<file path="src/rtl/vga_timing_pkg.sv">
// Shared VGA timing constants and types.
// Used by the timing generator and the pixel renderer.
package vga_timing_pkg;

  localparam int CW = 10;

  localparam int H_ACTIVE_D = 640;
  localparam int H_FP_D     = 16;
  localparam int H_SYNC_D   = 96;
  localparam int H_BP_D     = 48;
  localparam int V_ACTIVE_D = 480;
  localparam int V_FP_D     = 10;
  localparam int V_SYNC_D   = 2;
  localparam int V_BP_D     = 33;

  localparam int H_TOTAL =
    H_ACTIVE_D + H_FP_D + H_SYNC_D + H_BP_D;
  localparam int V_TOTAL =
    V_ACTIVE_D + V_FP_D + V_SYNC_D + V_BP_D;

  typedef logic [CW-1:0] pos_t;
  typedef logic [7:0]    frame_t;

  function automatic int axis_total(
    input int act,
    input int fp,
    input int sync,
    input int bp
  );
    return act + fp + sync + bp;
  endfunction

endpackage

</file>
<file path="src/rtl/vga_timing_gen_if.sv">
// Pixel-advance enable in, raster position and
// sync/blanking strobes out.
interface vga_timing_gen_if;
  import vga_timing_pkg::*;

  logic   pix_ce;
  pos_t   hpos;
  pos_t   vpos;
  logic   hsync;
  logic   vsync;
  logic   display_on;
  logic   vblank_start;
  frame_t frame_count;

  modport master (
    input  pix_ce,
    output hpos,
    output vpos,
    output hsync,
    output vsync,
    output display_on,
    output vblank_start,
    output frame_count
  );

  modport slave (
    output pix_ce,
    input  hpos,
    input  vpos,
    input  hsync,
    input  vsync,
    input  display_on,
    input  vblank_start,
    input  frame_count
  );

endinterface

</file>
<file path="src/rtl/vga_axis_counter.sv">
// One raster axis: wrapping counter plus next-value
// decode of the sync window and the visible region.
module vga_axis_counter
  import vga_timing_pkg::*;
#(
  parameter int TOTAL   = H_TOTAL,
  parameter int ACTIVE  = H_ACTIVE_D,
  parameter int SYNC_LO = H_ACTIVE_D + H_FP_D,
  parameter int SYNC_HI = H_ACTIVE_D + H_FP_D + H_SYNC_D
) (
  input  logic clk,
  input  logic rst,
  input  logic adv,
  output pos_t cnt_q,
  output pos_t cnt_d,
  output logic last,
  output logic win_d,
  output logic act_d
);

  localparam pos_t LAST_V = pos_t'(TOTAL - 1);
  localparam pos_t ACT_V  = pos_t'(ACTIVE);
  localparam pos_t LO_V   = pos_t'(SYNC_LO);
  localparam pos_t HI_V   = pos_t'(SYNC_HI);

  // Decodes look at the next value so the
  // registered outputs line up with cnt_q.
  always_comb begin
    last  = (cnt_q == LAST_V);
    cnt_d = cnt_q;
    if (adv) begin
      cnt_d = last ? '0 : cnt_q + 1'b1;
    end
    win_d = (cnt_d >= LO_V) && (cnt_d < HI_V);
    act_d = (cnt_d < ACT_V);
  end

  always_ff @(posedge clk or posedge rst) begin
    if (rst) begin
      cnt_q <= '0;
    end else begin
      cnt_q <= cnt_d;
    end
  end

endmodule

</file>
<file path="src/rtl/vga_timing_gen.sv">
// VGA raster timing: position counters, registered
// syncs, display enable, vblank strobe, frame count.
module vga_timing_gen
  import vga_timing_pkg::*;
#(
  parameter int H_ACTIVE = H_ACTIVE_D,
  parameter int H_FP     = H_FP_D,
  parameter int H_SYNC   = H_SYNC_D,
  parameter int H_BP     = H_BP_D,
  parameter int V_ACTIVE = V_ACTIVE_D,
  parameter int V_FP     = V_FP_D,
  parameter int V_SYNC   = V_SYNC_D,
  parameter int V_BP     = V_BP_D,
  parameter int SYNC_POL = 0
) (
  input  logic clk,
  input  logic sys_rst,
  vga_timing_gen_if.master vif
);

  localparam int H_TOT =
    axis_total(H_ACTIVE, H_FP, H_SYNC, H_BP);
  localparam int V_TOT =
    axis_total(V_ACTIVE, V_FP, V_SYNC, V_BP);
  localparam logic POL    = 1'(SYNC_POL);
  localparam pos_t V_ACTV = pos_t'(V_ACTIVE);

  logic   pix_ce;
  pos_t   h_q, h_d, v_q, v_d;
  logic   h_last, v_last;
  logic   h_win_d, v_win_d;
  logic   h_act_d, v_act_d;

  logic   hsync_q, hsync_d;
  logic   vsync_q, vsync_d;
  logic   display_on_q, display_on_d;
  logic   vblank_start_q, vblank_start_d;
  frame_t frame_count_q, frame_count_d;

  assign pix_ce = vif.pix_ce;

  vga_axis_counter #(
    .TOTAL   (H_TOT),
    .ACTIVE  (H_ACTIVE),
    .SYNC_LO (H_ACTIVE + H_FP),
    .SYNC_HI (H_ACTIVE + H_FP + H_SYNC)
  ) u_h (
    .clk   (clk),
    .rst   (sys_rst),
    .adv   (pix_ce),
    .cnt_q (h_q),
    .cnt_d (h_d),
    .last  (h_last),
    .win_d (h_win_d),
    .act_d (h_act_d)
  );

  vga_axis_counter #(
    .TOTAL   (V_TOT),
    .ACTIVE  (V_ACTIVE),
    .SYNC_LO (V_ACTIVE + V_FP),
    .SYNC_HI (V_ACTIVE + V_FP + V_SYNC)
  ) u_v (
    .clk   (clk),
    .rst   (sys_rst),
    .adv   (pix_ce & h_last),
    .cnt_q (v_q),
    .cnt_d (v_d),
    .last  (v_last),
    .win_d (v_win_d),
    .act_d (v_act_d)
  );

  always_comb begin
    hsync_d        = h_win_d ? POL : ~POL;
    vsync_d        = v_win_d ? POL : ~POL;
    display_on_d   = h_act_d & v_act_d;
    vblank_start_d = pix_ce & (h_d == '0) &
                     (v_d == V_ACTV);
    frame_count_d  = frame_count_q;
    if (pix_ce && h_last && v_last) begin
      frame_count_d = frame_count_q + 1'b1;
    end
  end

  always_ff @(posedge clk or posedge sys_rst) begin
    if (sys_rst) begin
      hsync_q        <= ~POL;
      vsync_q        <= ~POL;
      display_on_q   <= 1'b1;
      vblank_start_q <= 1'b0;
      frame_count_q  <= '0;
    end else begin
      hsync_q        <= hsync_d;
      vsync_q        <= vsync_d;
      display_on_q   <= display_on_d;
      vblank_start_q <= vblank_start_d;
      frame_count_q  <= frame_count_d;
    end
  end

  assign vif.hpos         = h_q;
  assign vif.vpos         = v_q;
  assign vif.hsync        = hsync_q;
  assign vif.vsync        = vsync_q;
  assign vif.display_on   = display_on_q;
  assign vif.vblank_start = vblank_start_q;
  assign vif.frame_count  = frame_count_q;

endmodule

</file>
<file path="src/flat_wrapper.sv">
// flat-port wrapper written by rule: the top's interface ports become plain ports
module vga_timing_gen_flat import vga_timing_pkg::*;
#(
  parameter int H_ACTIVE = H_ACTIVE_D,
  parameter int H_FP     = H_FP_D,
  parameter int H_SYNC   = H_SYNC_D,
  parameter int H_BP     = H_BP_D,
  parameter int V_ACTIVE = V_ACTIVE_D,
  parameter int V_FP     = V_FP_D,
  parameter int V_SYNC   = V_SYNC_D,
  parameter int V_BP     = V_BP_D,
  parameter int SYNC_POL = 0
)
  (clk, sys_rst, vif_pix_ce, vif_hpos, vif_vpos, vif_hsync, vif_vsync, vif_display_on, vif_vblank_start, vif_frame_count);
  vga_timing_gen_if vif_i ();
  input  logic clk;
  input  logic sys_rst;
  input wire logic [$bits(vif_i.pix_ce)-1:0] vif_pix_ce;
  output wire logic [$bits(vif_i.hpos)-1:0] vif_hpos;
  output wire logic [$bits(vif_i.vpos)-1:0] vif_vpos;
  output wire logic [$bits(vif_i.hsync)-1:0] vif_hsync;
  output wire logic [$bits(vif_i.vsync)-1:0] vif_vsync;
  output wire logic [$bits(vif_i.display_on)-1:0] vif_display_on;
  output wire logic [$bits(vif_i.vblank_start)-1:0] vif_vblank_start;
  output wire logic [$bits(vif_i.frame_count)-1:0] vif_frame_count;
  assign vif_i.pix_ce = vif_pix_ce;
  assign vif_hpos = vif_i.hpos;
  assign vif_vpos = vif_i.vpos;
  assign vif_hsync = vif_i.hsync;
  assign vif_vsync = vif_i.vsync;
  assign vif_display_on = vif_i.display_on;
  assign vif_vblank_start = vif_i.vblank_start;
  assign vif_frame_count = vif_i.frame_count;
  vga_timing_gen #(.H_ACTIVE(H_ACTIVE), .H_FP(H_FP), .H_SYNC(H_SYNC), .H_BP(H_BP), .V_ACTIVE(V_ACTIVE), .V_FP(V_FP), .V_SYNC(V_SYNC), .V_BP(V_BP), .SYNC_POL(SYNC_POL)) u_core (.clk(clk), .sys_rst(sys_rst), .vif(vif_i));
endmodule
</file>
<file path="config.mk">
export PLATFORM = sky130hd
export DESIGN_NAME = vga_timing_gen_flat
export DESIGN_NICKNAME = d
export VERILOG_FILES = /design/src/rtl/vga_timing_pkg.sv /design/src/rtl/vga_timing_gen_if.sv /design/src/rtl/vga_axis_counter.sv /design/src/rtl/vga_timing_gen.sv /design/src/flat_wrapper.sv
export SDC_FILE = /design/constraint.sdc
export NUM_CORES = 1
export LEC_CHECK = 0
export CAP_MARGIN = 30
export CORE_MARGIN = 2
export CORE_UTILIZATION = 55
export DETAILED_ROUTE_END_ITERATION = 10
export GPL_ROUTABILITY_DRIVEN = 0
export MAX_ROUTING_LAYER = met4
export PLACE_DENSITY = 0.94
export SYNTH_ARGS = -nofsm -noshare
export SYNTH_HDL_FRONTEND = slang
export SYNTH_SLANG_ARGS = --single-unit
</file>
<file path="constraint.sdc">
create_clock -name clk -period 3.3 [get_ports clk]
set_input_delay 0.495 -clock clk [delete_from_list [all_inputs] [get_ports clk]]
set_output_delay 0.495 -clock clk [all_outputs]
set_load 0.03 [all_outputs]
</file>
Word-level counts from Yosys, hierarchy flattened --
Index checks and enable logic that the tools add are counted.
Operators by class: $add $sub $neg 3, $lt $le $gt $ge 6, equality and inequality tests 3, mux-type cells 6, bitwise logic cells 4, reduce and logical (&&, ||, !) cells 5
Operators with widths (count):
- 10-bit two-way mux | 4
- 10-bit by 1-bit adder with 10-bit output, second input constant | 2
- 10-bit equality test, second input constant | 2
- 10-bit less-than comparator, second input constant | 2
- 10-bit by 9-bit less-than comparator with 1-bit output, second input constant | 2
- 10-bit by 9-bit equality test with 1-bit output, second input constant | 1
- 10-bit >= comparator, second input constant | 1
- 10-bit by 9-bit >= comparator with 1-bit output, second input constant | 1
- 10-bit zero test | 1
- 8-bit by 1-bit adder with 8-bit output, second input constant | 1
- 1-bit AND | 4
- 1-bit logical AND | 4
- 1-bit two-way mux | 2
Storage, ports and cells: register bits after elaboration 32, input port bits 3, output and inout port bits 32

Longest topological paths before layout --
Gate-level depths: netlist (run 1).
depth in word-level cells 6, depth in mapped cells 10, depth with buffers taken out 8

Hierarchy --
A second synthesis (run 1) with hierarchy kept.
Unflattened totals: cells, all modules 192, area total of the unflattened synthesis 1921.8 sq um
By module, submodules not included:
- vga_axis_counter at u_core.u_h | instances 1, cells each 76, area each 704.4 sq um, seq. area each 250.2 sq um
- vga_axis_counter at u_core.u_v | instances 1, cells each 70, area each 664.4 sq um, seq. area each 250.2 sq um
- vga_timing_gen | instances 1, cells each 46, area each 553.0 sq um, seq. area each 304.0 sq um

Worst setup path after synthesis (run 1) --
Ideal clock, no wire load.
path type register to register, from register u_core.u_h.cnt_q[1], to register u_core.vblank_start_q, in the netlist u_core.vif.vblank_start, library setup time 0.121 ns, arrival time 2.022 ns, required time 3.179 ns, slack 1.157 ns, cell stages (with the launch flop) 10, buffers on the path 2, path through dfrtp_1 ha_1 and2_1 buf_4 and4_4 buf_6 nand3_2 xnor2_2 and4b_1 and4b_1
RTL lines:
- start, declared | RTL line vga_axis_counter.sv:14 | output pos_t cnt_q,
- start signal, assigned | RTL line vga_axis_counter.sv:42 | cnt_q <= cnt_d;
- 10-bit equality test | RTL line vga_axis_counter.sv:29 | last = (cnt_q == LAST_V);
- 1-bit AND | RTL line vga_timing_gen.sv:66 | .adv (pix_ce & h_last),
- 10-bit two-way mux | RTL line vga_axis_counter.sv:31 | if (adv) begin
- named net u_core.u_v.cnt_d[8] | RTL line vga_axis_counter.sv:15 | output pos_t cnt_d,
- 10-bit by 9-bit equality test with 1-bit output | RTL line vga_timing_gen.sv:79 | (v_d == V_ACTV);
- 1-bit AND | RTL line vga_timing_gen.sv:78 | vblank_start_d = pix_ce & (h_d == '0) &
- named net u_core.vblank_start_d | RTL line vga_timing_gen.sv:37 | logic vblank_start_q, vblank_start_d;
- end signal, assigned | RTL line vga_timing_gen.sv:97 | vblank_start_q <= vblank_start_d;
- end, declared | RTL line vga_timing_gen.sv:37
The timed path passes the listed nets, and every way through them passes these cells. A chain may end at the register's enable or synchronous reset.

Worst setup path in the final report (run 1) --
from input port vif_pix_ce, to register u_core.vblank_start_q, in the netlist u_core.vif.vblank_start
On the way: cells in the longest elaborated chain, start to end 4
RTL lines:
- start, declared | RTL line flat_wrapper.sv:18 | input wire logic [$bits(vif_i.pix_ce)-1:0] vif_pix_ce;
- 1-bit AND or 10-bit two-way mux (tied branches) | RTL line vga_timing_gen.sv:66, vga_axis_counter.sv:31
- 10-bit two-way mux or 10-bit zero test (tied branches) | RTL line vga_axis_counter.sv:31, vga_timing_gen.sv:78
- 10-bit by 9-bit equality test with 1-bit output or 1-bit AND (tied branches) | RTL line vga_timing_gen.sv:79, vga_timing_gen.sv:78
- 1-bit AND * | RTL line vga_timing_gen.sv:78
- named net u_core.vblank_start_d | RTL line vga_timing_gen.sv:37
Mark *: on every way through the listed nets, which the timed path passes. The rest lies on a longest branch.

==> results of run 1 <==
-- where the power goes --
| group | total (mW) | switching [mW] | leakage [nW] | internal [mW] |
|---|---|---|---|---|
| registers | 0.518 | 0.0865 | 0.409 | 0.432 |
| clock network | 0.297 | 0.139 | 0.0422 | 0.159 |
| logic | 0.393 | 0.219 | 0.505 | 0.174 |
| total | 1.21 | 0.444 | 0.956 | 0.764 |
-- worst register-to-register path: cells and delay by family (launching register included) --
family | cells | cell delay [ps]
adder cells (fa/ha/maj) | 1 | 260
flip-flops | 1 | 480
AND/OR/NAND/NOR | 5 | 1290
XOR/XNOR | 1 | 180
-- state kept, by name (all words and copies together), names as in the netlist --
name and count:
u_core.u_h.cnt_q 10, u_core.u_v.cnt_q 10, u_core.vif.display_on 1, u_core.vif.frame_count 8, u_core.vif.hsync 1, u_core.vif.vblank_start 1
u_core.vif.vsync 1
-- worst max path at each step --
stage	start	end	slack (ps)	depth (start not counted)
floorplan	u_core.u_h.cnt_q[1]	u_core.vif.vblank_start	1160	9
global placement	vif_pix_ce	u_core.vif.vblank_start	610	7
detailed placement	vif_pix_ce	u_core.vif.vblank_start	520	7
CTS	vif_pix_ce	u_core.vif.display_on	910	7
global route	vif_pix_ce	u_core.vif.vblank_start	680	7
finish	vif_pix_ce	u_core.vif.vblank_start	850	7
-- Yosys cell counts (2+ instances only) --
master    number
dfrtp_1       29
nand2_1       13
nand4_1       13
xnor2_1       11
nand3_1        9
nor2_1         9
inv_1          6
xor2_1         6
a31oi_1        5
and2_1         5
and3_1         5
buf_6          5
o21ai_0        5
ha_1           4
o21ai_1        4
dfstp_2        3
nor3_1         3
a41oi_1        2
and4b_1        2
buf_4          2
mux2_1         2
nand3_2        2
o211ai_1       2
o31ai_1        2
xnor2_2        2
-- through the flow --
stage | cell area (sq um) | power, mW
floorplan | 1790 | 0.805
finish | 2190 | 1.21
global route | 2190 | 1.27
global placement | 2110 | 0.909
CTS | 2190 | 1.22
detailed placement | 2110 | 0.914
-- metal layers --
metal  GRT usage, %  vias up  wire (um)
li1               -      681          -
met5              -        -          0
met2           33.3       45       1820
met1           30.7      690       1670
met4           14.9        0         44
met3           5.33        4        250
-- kinds of logic (layout without fill, tap and decap cells) --
logic type | count (synthesis) | after routing | share of synthesized area (%)
AO/OA/AOI/OAI | 26 | 26 | 10.6
adder cells (fa/ha/maj) | 4 | 4 | 2.80
buffers and inverters | 14 | 49 | 5.54
XOR/XNOR | 19 | 19 | 10.2
flip-flops | 32 | 32 | 45.1
AND/OR/NAND/NOR | 71 | 71 | 24.0
multiplexers | 3 | 3 | 1.82
-- area by class of cell --
type / instances / area (sq um) / area share [%]
sequential: 32 / 805 / 36.8
timing repair buffer: 35 / 348 / 15.9
clock inverter: 2 / 35.0 / 1.60
clock buffer: 6 / 41.3 / 1.89
inverter: 6 / 22.5 / 1.03
multi-input combinational: 123 / 882 / 40.3
tap: 44 / 55.1 / 2.52
==> results.cfg, run 1 <==
[timing]
setup_violations = 0
finalCritPeriodShare_pct = 74.3
fin_crit_ps = 2450
setup_ws_ps = 848
clock_skew_ps = 5.20
slew_violations = 0
relSlewSlack_pct = 68.9
grt_setup_unrepaired = false
whs_ps = 483
worstMarginPinSlew_ps = 463
tns_ps = 0
fmax_ghz = 0.408
finalHoldViolations = 0

[critical_path]
endpoint_kind = flip-flop
rr_startpoint = u_core.u_h.cnt_q[1]
worstSetupStartpointType = input pin
critical_path.slowest_cell = clkdlybuf4s50_1
critPathMaxFanout = 11
path_class = input pin to flip-flop
worst-endpoint-required_ps = 3590
rrSetupSlack_ps = 990
cp.arrival_ps = 2740
crit_buf_inv = 1
critical_path.top_delay_family = simple AND/OR/NAND/NOR gates
crit_chain = clkdlybuf4s50_1 > and3_1 > nand4_4 > a2111oi_4 > a41oi_1 > nor4_1 > and4b_1
r2r_cells = 7
r2r-end = u_core.vif.vsync
cpPeakStageDelay_ps = 670

[global_route]
grt_usage_pct = 23.6
antenna_found_initial = 0
grt_pass1_wl_um = 5960
grt_pass1_vias = 1285
gr-total-overflow = 0
grt_max_degree = 33

[final_layout]
layout_commonest_cell = clkdlybuf4s50_1
most-common-layout-cells = clkdlybuf4s50_1, dfrtp_1, nand2_1, nand4_1, xnor2_1
fin_nets = 210
drive_above_1_share_pct = 9.80
area_growth_pct = 22.6
antenna_cells = 0
fillers = 258
final_core_util_pct = 71.1
instances_no_fill = 248

[routing]
drc = 0
wirelength_um = 3780
drtAntennaViolNets = 0
wl_per_cell_um = 15.3
drt_iter0_drc = 87
via_per_inst = 5.73
dr.pass1.iters = 4
num_vias = 1420

[clock_network]
cts_resized = 0
clk_latency_ps = 350
path_clk_slew_ps = 100
cts_tree = built
post-cts-setup-buffers = 0
cts_sinks = 32
hold_buffers = 0
cts_buffer_depth = 2
cts-buffers-inserted = 5
h-tree-depth = 2
cts-root-buf = clkbuf_4

[status]
run_status = complete, no violations

[placed_design]
dp_hpwl_um = 2670
port_buffers = 34
dp.cells = 240
post-place-ws_ps = 517

[logic_synthesis]
synth.avg_cell_area_sq_um = 10.6
async_flop_share_pct = 100
syn_nets = 176
yosys_warnings = 0
yosys_register_bits = 32
synth.top_cell.area_share_pct = 40.6
yosysSeqAreaShare_pct = 45.1
synth_largest_area_cell = dfrtp_1
ys.flop_type = dfrtp_1
synthTopCellsByArea = dfrtp_1, xnor2_1, nand4_1, dfstp_2, buf_6
syn_area_sq_um = 1790
ys_types = 43
synth-edff-count = 0
netlist_instances = 169

[power]
power.density_nw_per_um2 = 552
peakVddDrop_mv = 0.587
p_leak_nw = 0.956

[die]
start_util_pct = 58.0
ios = 35
die_x_um = 61.0
row_count = 20
die_y_um = 61.0
core_sq_um = 3080
die_area_sq_um = 3720

[hold_path]
holdPathEnd = u_core.vif.frame_count[7]
min-delay-start = u_core.vif.frame_count[7]
hold_depth = 1
hp-class = flip-flop to flip-flop

[job]
drv_cap = 0
No activity file was read; power rests on OpenSTA's default activity.
==> inputs of run 2 (changes only) <==
--- a/config.mk
+++ b/config.mk
@@ -7,11 +7,11 @@
 export LEC_CHECK = 0
 export CAP_MARGIN = 30
 export CORE_MARGIN = 2
-export CORE_UTILIZATION = 55
+export CORE_UTILIZATION = 51
 export DETAILED_ROUTE_END_ITERATION = 10
 export GPL_ROUTABILITY_DRIVEN = 0
 export MAX_ROUTING_LAYER = met4
-export PLACE_DENSITY = 0.94
+export PLACE_DENSITY = 0.89
 export SYNTH_ARGS = -nofsm -noshare
 export SYNTH_HDL_FRONTEND = slang
 export SYNTH_SLANG_ARGS = --single-unit
==> constraint.sdc (replaced) <==
create_clock -name clk -period 2.5 [get_ports clk]
set_input_delay 0.375 -clock clk [delete_from_list [all_inputs] [get_ports clk]]
set_output_delay 0.375 -clock clk [all_outputs]
set_load 0.03 [all_outputs]
==> run 2 against run 1 <==
  * Combinational power is 38% higher
  * Power is 37% higher
  * Sequential share of layout area is 0.96 points lower
  * Global-route usage is 1.6 points lower
  * First-iteration DRC count is 22% lower
  * Highest routed layer unchanged
==> results.cfg, run 2 (same netlist as run 1, synthesis figures left out) <==
[placed_design]
dp_hpwl_um = 2770
post-place-ws_ps = 50.6
post_dp_cell_area_sq_um = 2150
dp.cells = 247
port_buffers = 34

[final_layout]
drive_above_1_share_pct = 12.4
area_growth_pct = 25.9
layout_commonest_cell = clkdlybuf4s50_1
most-common-layout-cells = clkdlybuf4s50_1, dfrtp_1, nand2_1, nand4_1, xnor2_1
antenna_cells = 0
fin_nets = 215
instances_no_fill = 255
final_core_util_pct = 67.3
fin_area_sq_um = 2250

[clock_network]
cts_sinks = 32
hold_buffers = 0
cts_buffer_depth = 2
cts-buffers-inserted = 5
cts_resized = 0
post-cts-setup-buffers = 0
clk_latency_ps = 340
cts_tree = built
path_clk_slew_ps = 110
cts-root-buf = clkbuf_4
h-tree-depth = 2

[routing]
wirelength_um = 3850
num_vias = 1469
drt_iter0_drc = 68
wl_per_cell_um = 15.1
dr.pass1.iters = 4
drtAntennaViolNets = 0
via_per_inst = 5.76
drc = 0

[timing]
fmax_ghz = 0.425
clock_skew_ps = 12.2
fin_crit_ps = 2360
grt_setup_unrepaired = false
finalHoldViolations = 0
worstMarginPinSlew_ps = 477
slew_violations = 0
whs_ps = 405
setup_violations = 0
finalCritPeriodShare_pct = 94.2
tns_ps = 0
setup_ws_ps = 145
relSlewSlack_pct = 68.0

[critical_path]
cpPeakStageDelay_ps = 460
worst-endpoint-required_ps = 2780
crit_start = u_core.u_h.cnt_q[1]
cp.arrival_ps = 2630
critical_path.slowest_cell = dfrtp_1
crit_buf_inv = 0
endpoint_kind = flip-flop
rr_startpoint = u_core.u_h.cnt_q[1]
critPathMaxFanout = 11
path_class = flip-flop to flip-flop
worstSetupStartpointType = flip-flop
critical_path.top_delay_family = simple AND/OR/NAND/NOR gates
crit_chain = ha_1 > and2_1 > nand4_4 > a2111oi_4 > a41oi_1 > nor4_1 > and4b_1

[global_route]
grt_pass1_vias = 1484
grt_pass1_wl_um = 6690
grt_usage_pct = 22.0
grt_max_degree = 33
gr-total-overflow = 0
antenna_found_initial = 0

[hold_path]
hp-class = input pin to async pin

[die]
die_area_sq_um = 3990
core_sq_um = 3340
die_x_um = 63.2
start_util_pct = 53.5
row_count = 21
die_y_um = 63.2
ios = 35

[power]
p_leak_nw = 0.990
p_switching_mw = 0.585
peakVddDrop_mv = 0.643
power.density_nw_per_um2 = 739
p_int_mw = 1.08
p_sw_share_pct = 35.2
p_comb_share_pct = 32.7
p_clk_share_pct = 26.8
seqPwrFrac_pct = 40.4
total_power_mw = 1.66

[job]
drv_cap = 0

[status]
run_status = complete, no violations
[run 2: changes by cell type in the layout (fill, tap and decap cells not counted)]
cell	before	now
clkinv_2	1	0
buf_4	1	6
clkbuf_1	1	0
clkbuf_8	0	2
[run 2: worst paths after layout]
kind	endpoint	slack [ps]	depth (start not counted)
max	u_core.vif.vblank_start	140	7
min	u_core.vif.frame_count[1]	400	3
max reg2reg	u_core.vif.vblank_start	140	7
min reg2reg	u_core.vif.frame_count[7]	470	1
max in group asynchronous	u_core.vif.hsync	1770	3
min in group clk	u_core.vif.frame_count[7]	470	1
[run 2: final cells by class]
cell class / count / area [sq um]
Fill cell: 268 / 1090
Multi-Input combinational cell: 123 / 882
Sequential cell: 32 / 805
Timing Repair Buffer: 40 / 385
Clock buffer: 7 / 65.1
Tap cell: 46 / 57.6
Clock inverter: 1 / 30.0
Inverter: 6 / 22.5
[run 2: metal layers]
metal	vias to the layer above	part of all wire [%]	GRT usage, %
met5	-	0	-
met4	0	1.3	10.9
met3	6	6.5	4.82
met2	56	50	35.5
met1	713	42	26.2
li1	694	-	-
[run 2: worst reg2reg max path: stages, from the launching register on]
cell	delay [ps]
dfrtp_1	460
ha_1	240
and2_1	350
nand4_4	260
a2111oi_4	350
a41oi_1	110
nor4_1	300
and4b_1	220
[run 2: power groups by stage]
stage / Clock [mW] / Sequential (mW) / Combinational, mW
after floorplan: 0 / 0.746 / 0.317
after global placement: 0 / 0.679 / 0.531
after detailed placement: 0 / 0.680 / 0.542
after CTS: 0.455 / 0.672 / 0.545
after global routing: 0.483 / 0.686 / 0.596
final: 0.446 / 0.672 / 0.544
==> inputs of run 3 (changes only) <==
--- a/config.mk
+++ b/config.mk
@@ -7,11 +7,11 @@
 export LEC_CHECK = 0
 export CAP_MARGIN = 30
 export CORE_MARGIN = 2
-export CORE_UTILIZATION = 51
+export CORE_UTILIZATION = 40
 export DETAILED_ROUTE_END_ITERATION = 10
 export GPL_ROUTABILITY_DRIVEN = 0
 export MAX_ROUTING_LAYER = met4
-export PLACE_DENSITY = 0.89
+export PLACE_DENSITY = 0.77
 export SYNTH_ARGS = -nofsm -noshare
 export SYNTH_HDL_FRONTEND = slang
 export SYNTH_SLANG_ARGS = --single-unit
==> constraint.sdc (replaced) <==
create_clock -name clk -period 2.1 [get_ports clk]
set_input_delay 0.315 -clock clk [delete_from_list [all_inputs] [get_ports clk]]
set_output_delay 0.315 -clock clk [all_outputs]
set_load 0.03 [all_outputs]
==> run 3 against run 2 <==
  * Sequential share of layout area down 2.7 points
  * Final cell count up 11%
  * Power up 29%
  * Cell area up 8.5%
  * Sequential power up 9.4%
  * Clock skew down 5.3 ps
  * First-iteration DRC count up 22%
  * Worst setup slack worse by 4.4 ps
==> results.cfg, run 3 (same netlist as run 1, synthesis figures left out) <==
[final_layout]
layout_commonest_cell = clkdlybuf4s50_1
fin_nets = 236
drive_above_1_share_pct = 22.2
fillers = 379
fin_area_sq_um = 2440
antenna_cells = 0
area_growth_pct = 36.6
multi_input_area_sq_um = 890
seq_area_sq_um = 807
most-common-layout-cells = clkdlybuf4s50_1, buf_4, dfrtp_1

[timing]
worstMarginPinSlew_ps = 397
clock_skew_ps = 6.89
relSlewSlack_pct = 73.4
finalHoldViolations = 0
fmax_ghz = 0.510
slew_violations = 0
finalCritPeriodShare_pct = 93.3
grt_setup_unrepaired = false
fin_crit_ps = 1960
setup_violations = 0

[placed_design]
post_dp_cell_area_sq_um = 2320
port_buffers = 34
dp_hpwl_um = 2990

[power]
power.density_nw_per_um2 = 876
p_sw_share_pct = 34.1
p_leak_nw = 1.09
p_comb_share_pct = 38.2
peakVddDrop_mv = 0.694
p_int_mw = 1.41
p_switching_mw = 0.729
total_power_mw = 2.14
p_clk_share_pct = 27.3
seqPwrFrac_pct = 34.4

[critical_path]
worst-endpoint-required_ps = 2300
critPathMaxFanout = 7
cp.arrival_ps = 2160
path_class = input pin to flip-flop
endpoint_kind = flip-flop
rr_startpoint = u_core.u_h.cnt_q[0]
crit_start = vif_pix_ce
worstSetupStartpointType = input pin

[clock_network]
h-tree-depth = 2
cts-buffers-inserted = 5
cts_buffer_depth = 2
path_clk_slew_ps = 70
clk_latency_ps = 290
cts-root-buf = clkbuf_8
cts_sinks = 32
cts_tree = built

[routing]
via_per_inst = 5.32
wl_per_cell_um = 14.1
drt_iter0_drc = 83
drc = 0
drtAntennaViolNets = 0
dr.pass1.iters = 4
num_vias = 1501
wirelength_um = 3970

[global_route]
gr-total-overflow = 0
grt_pass1_wl_um = 6770
grt_usage_pct = 17.7
antenna_found_initial = 0
grt_max_degree = 33
grt_pass1_vias = 1443

[die]
start_util_pct = 41.3
ios = 35
die_y_um = 70.8
row_count = 24
core_sq_um = 4320
die_area_sq_um = 5010
die_x_um = 70.8

[status]
run_status = complete, no violations

[hold_path]
hp-class = input pin to async pin

[job]
drv_cap = 0
-- run 3: changes by cell type in the layout (fill, tap and decap cells not counted) --
cell and delta:
buf_4 +21, clkbuf_4 -5, clkbuf_8 +3, dfrtp_1 -2, dfrtp_2 +2, and2_1 -1
and2_2 +1, clkinv_2 +1, clkinvlp_4 +1, nor4bb_1 -1, nor4bb_2 +1
-- run 3: power groups by stage --
stage | Sequential [mW] | Clock [mW] | Combinational [mW]
after floorplan | 0.893 | 0 | 0.377
after global placement | 0.744 | 0 | 0.811
after detailed placement | 0.748 | 0 | 0.813
after CTS | 0.737 | 0.599 | 0.818
after global routing | 0.744 | 0.631 | 0.884
final | 0.735 | 0.584 | 0.817
-- run 3: path summary, 6_finish.rpt --
check	end	depth (start not counted)	slack, ps
worst max-delay path	u_core.vif.display_on	7	140
worst min-delay path	u_core.vif.frame_count[4]	3	410
worst max register to register	u_core.vif.vblank_start	8	150
worst min register to register	u_core.vif.frame_count[7]	1	460
max in group asynchronous	u_core.vif.hsync	3	1360
min in group clk	u_core.vif.frame_count[7]	1	460
-- run 3: layout make-up --
cell class / instances / area share [%]
repair buffers: 61 / 22.3
flip-flops and latches: 32 / 33.1
clock buffers: 5 / 2.82
well taps: 52 / 2.67
multi-input cells: 123 / 36.5
inverters: 6 / 0.924
clock inverters: 3 / 1.74
-- run 3: critical path: stages --
cell and delay, ps:
clkdlybuf4s50_1 480, and3_1 330, nand4_4 190, o21a_1 230, o21bai_1 150, and4b_1 240
a211oi_1 230
-- run 3: stage by stage --
| stage | hold slack, ps | util [%] | TNS [ps] | worst slack [ps] | cells |
|---|---|---|---|---|---|
| CTS | 429 | 56.2 | 0 | 117 | 282 |
| detailed placement | 463 | 53.6 | -1030 | -151 | 274 |
| floorplan | 429 | - | 0 | 36.1 | 169 |
| finish | 413 | 56.4 | 0 | 140 | 282 |
| global route | 460 | 56.4 | 0 | 7.44 | 282 |
| global placement | 464 | 53.6 | -688 | -142 | 274 |
-- run 3: metal layers --
metal  global-route usage, %  routed length (um)  up-vias
met2                    26.0                1840       37
met1                    23.5                1900      718
met3                    4.27                 163        8
li1                        -                   -      738
met4                    7.34                  68        0
met5                       -                   0        -
-- run 3: timing repair --
| item | CTS | global route |
|---|---|---|
| hold buffers | 0 | 0 |
| endpoints found under the setup margin | 0 | 4 |
| buffers inserted | 0 | 0 |
| resized for setup | 0 | 2 |
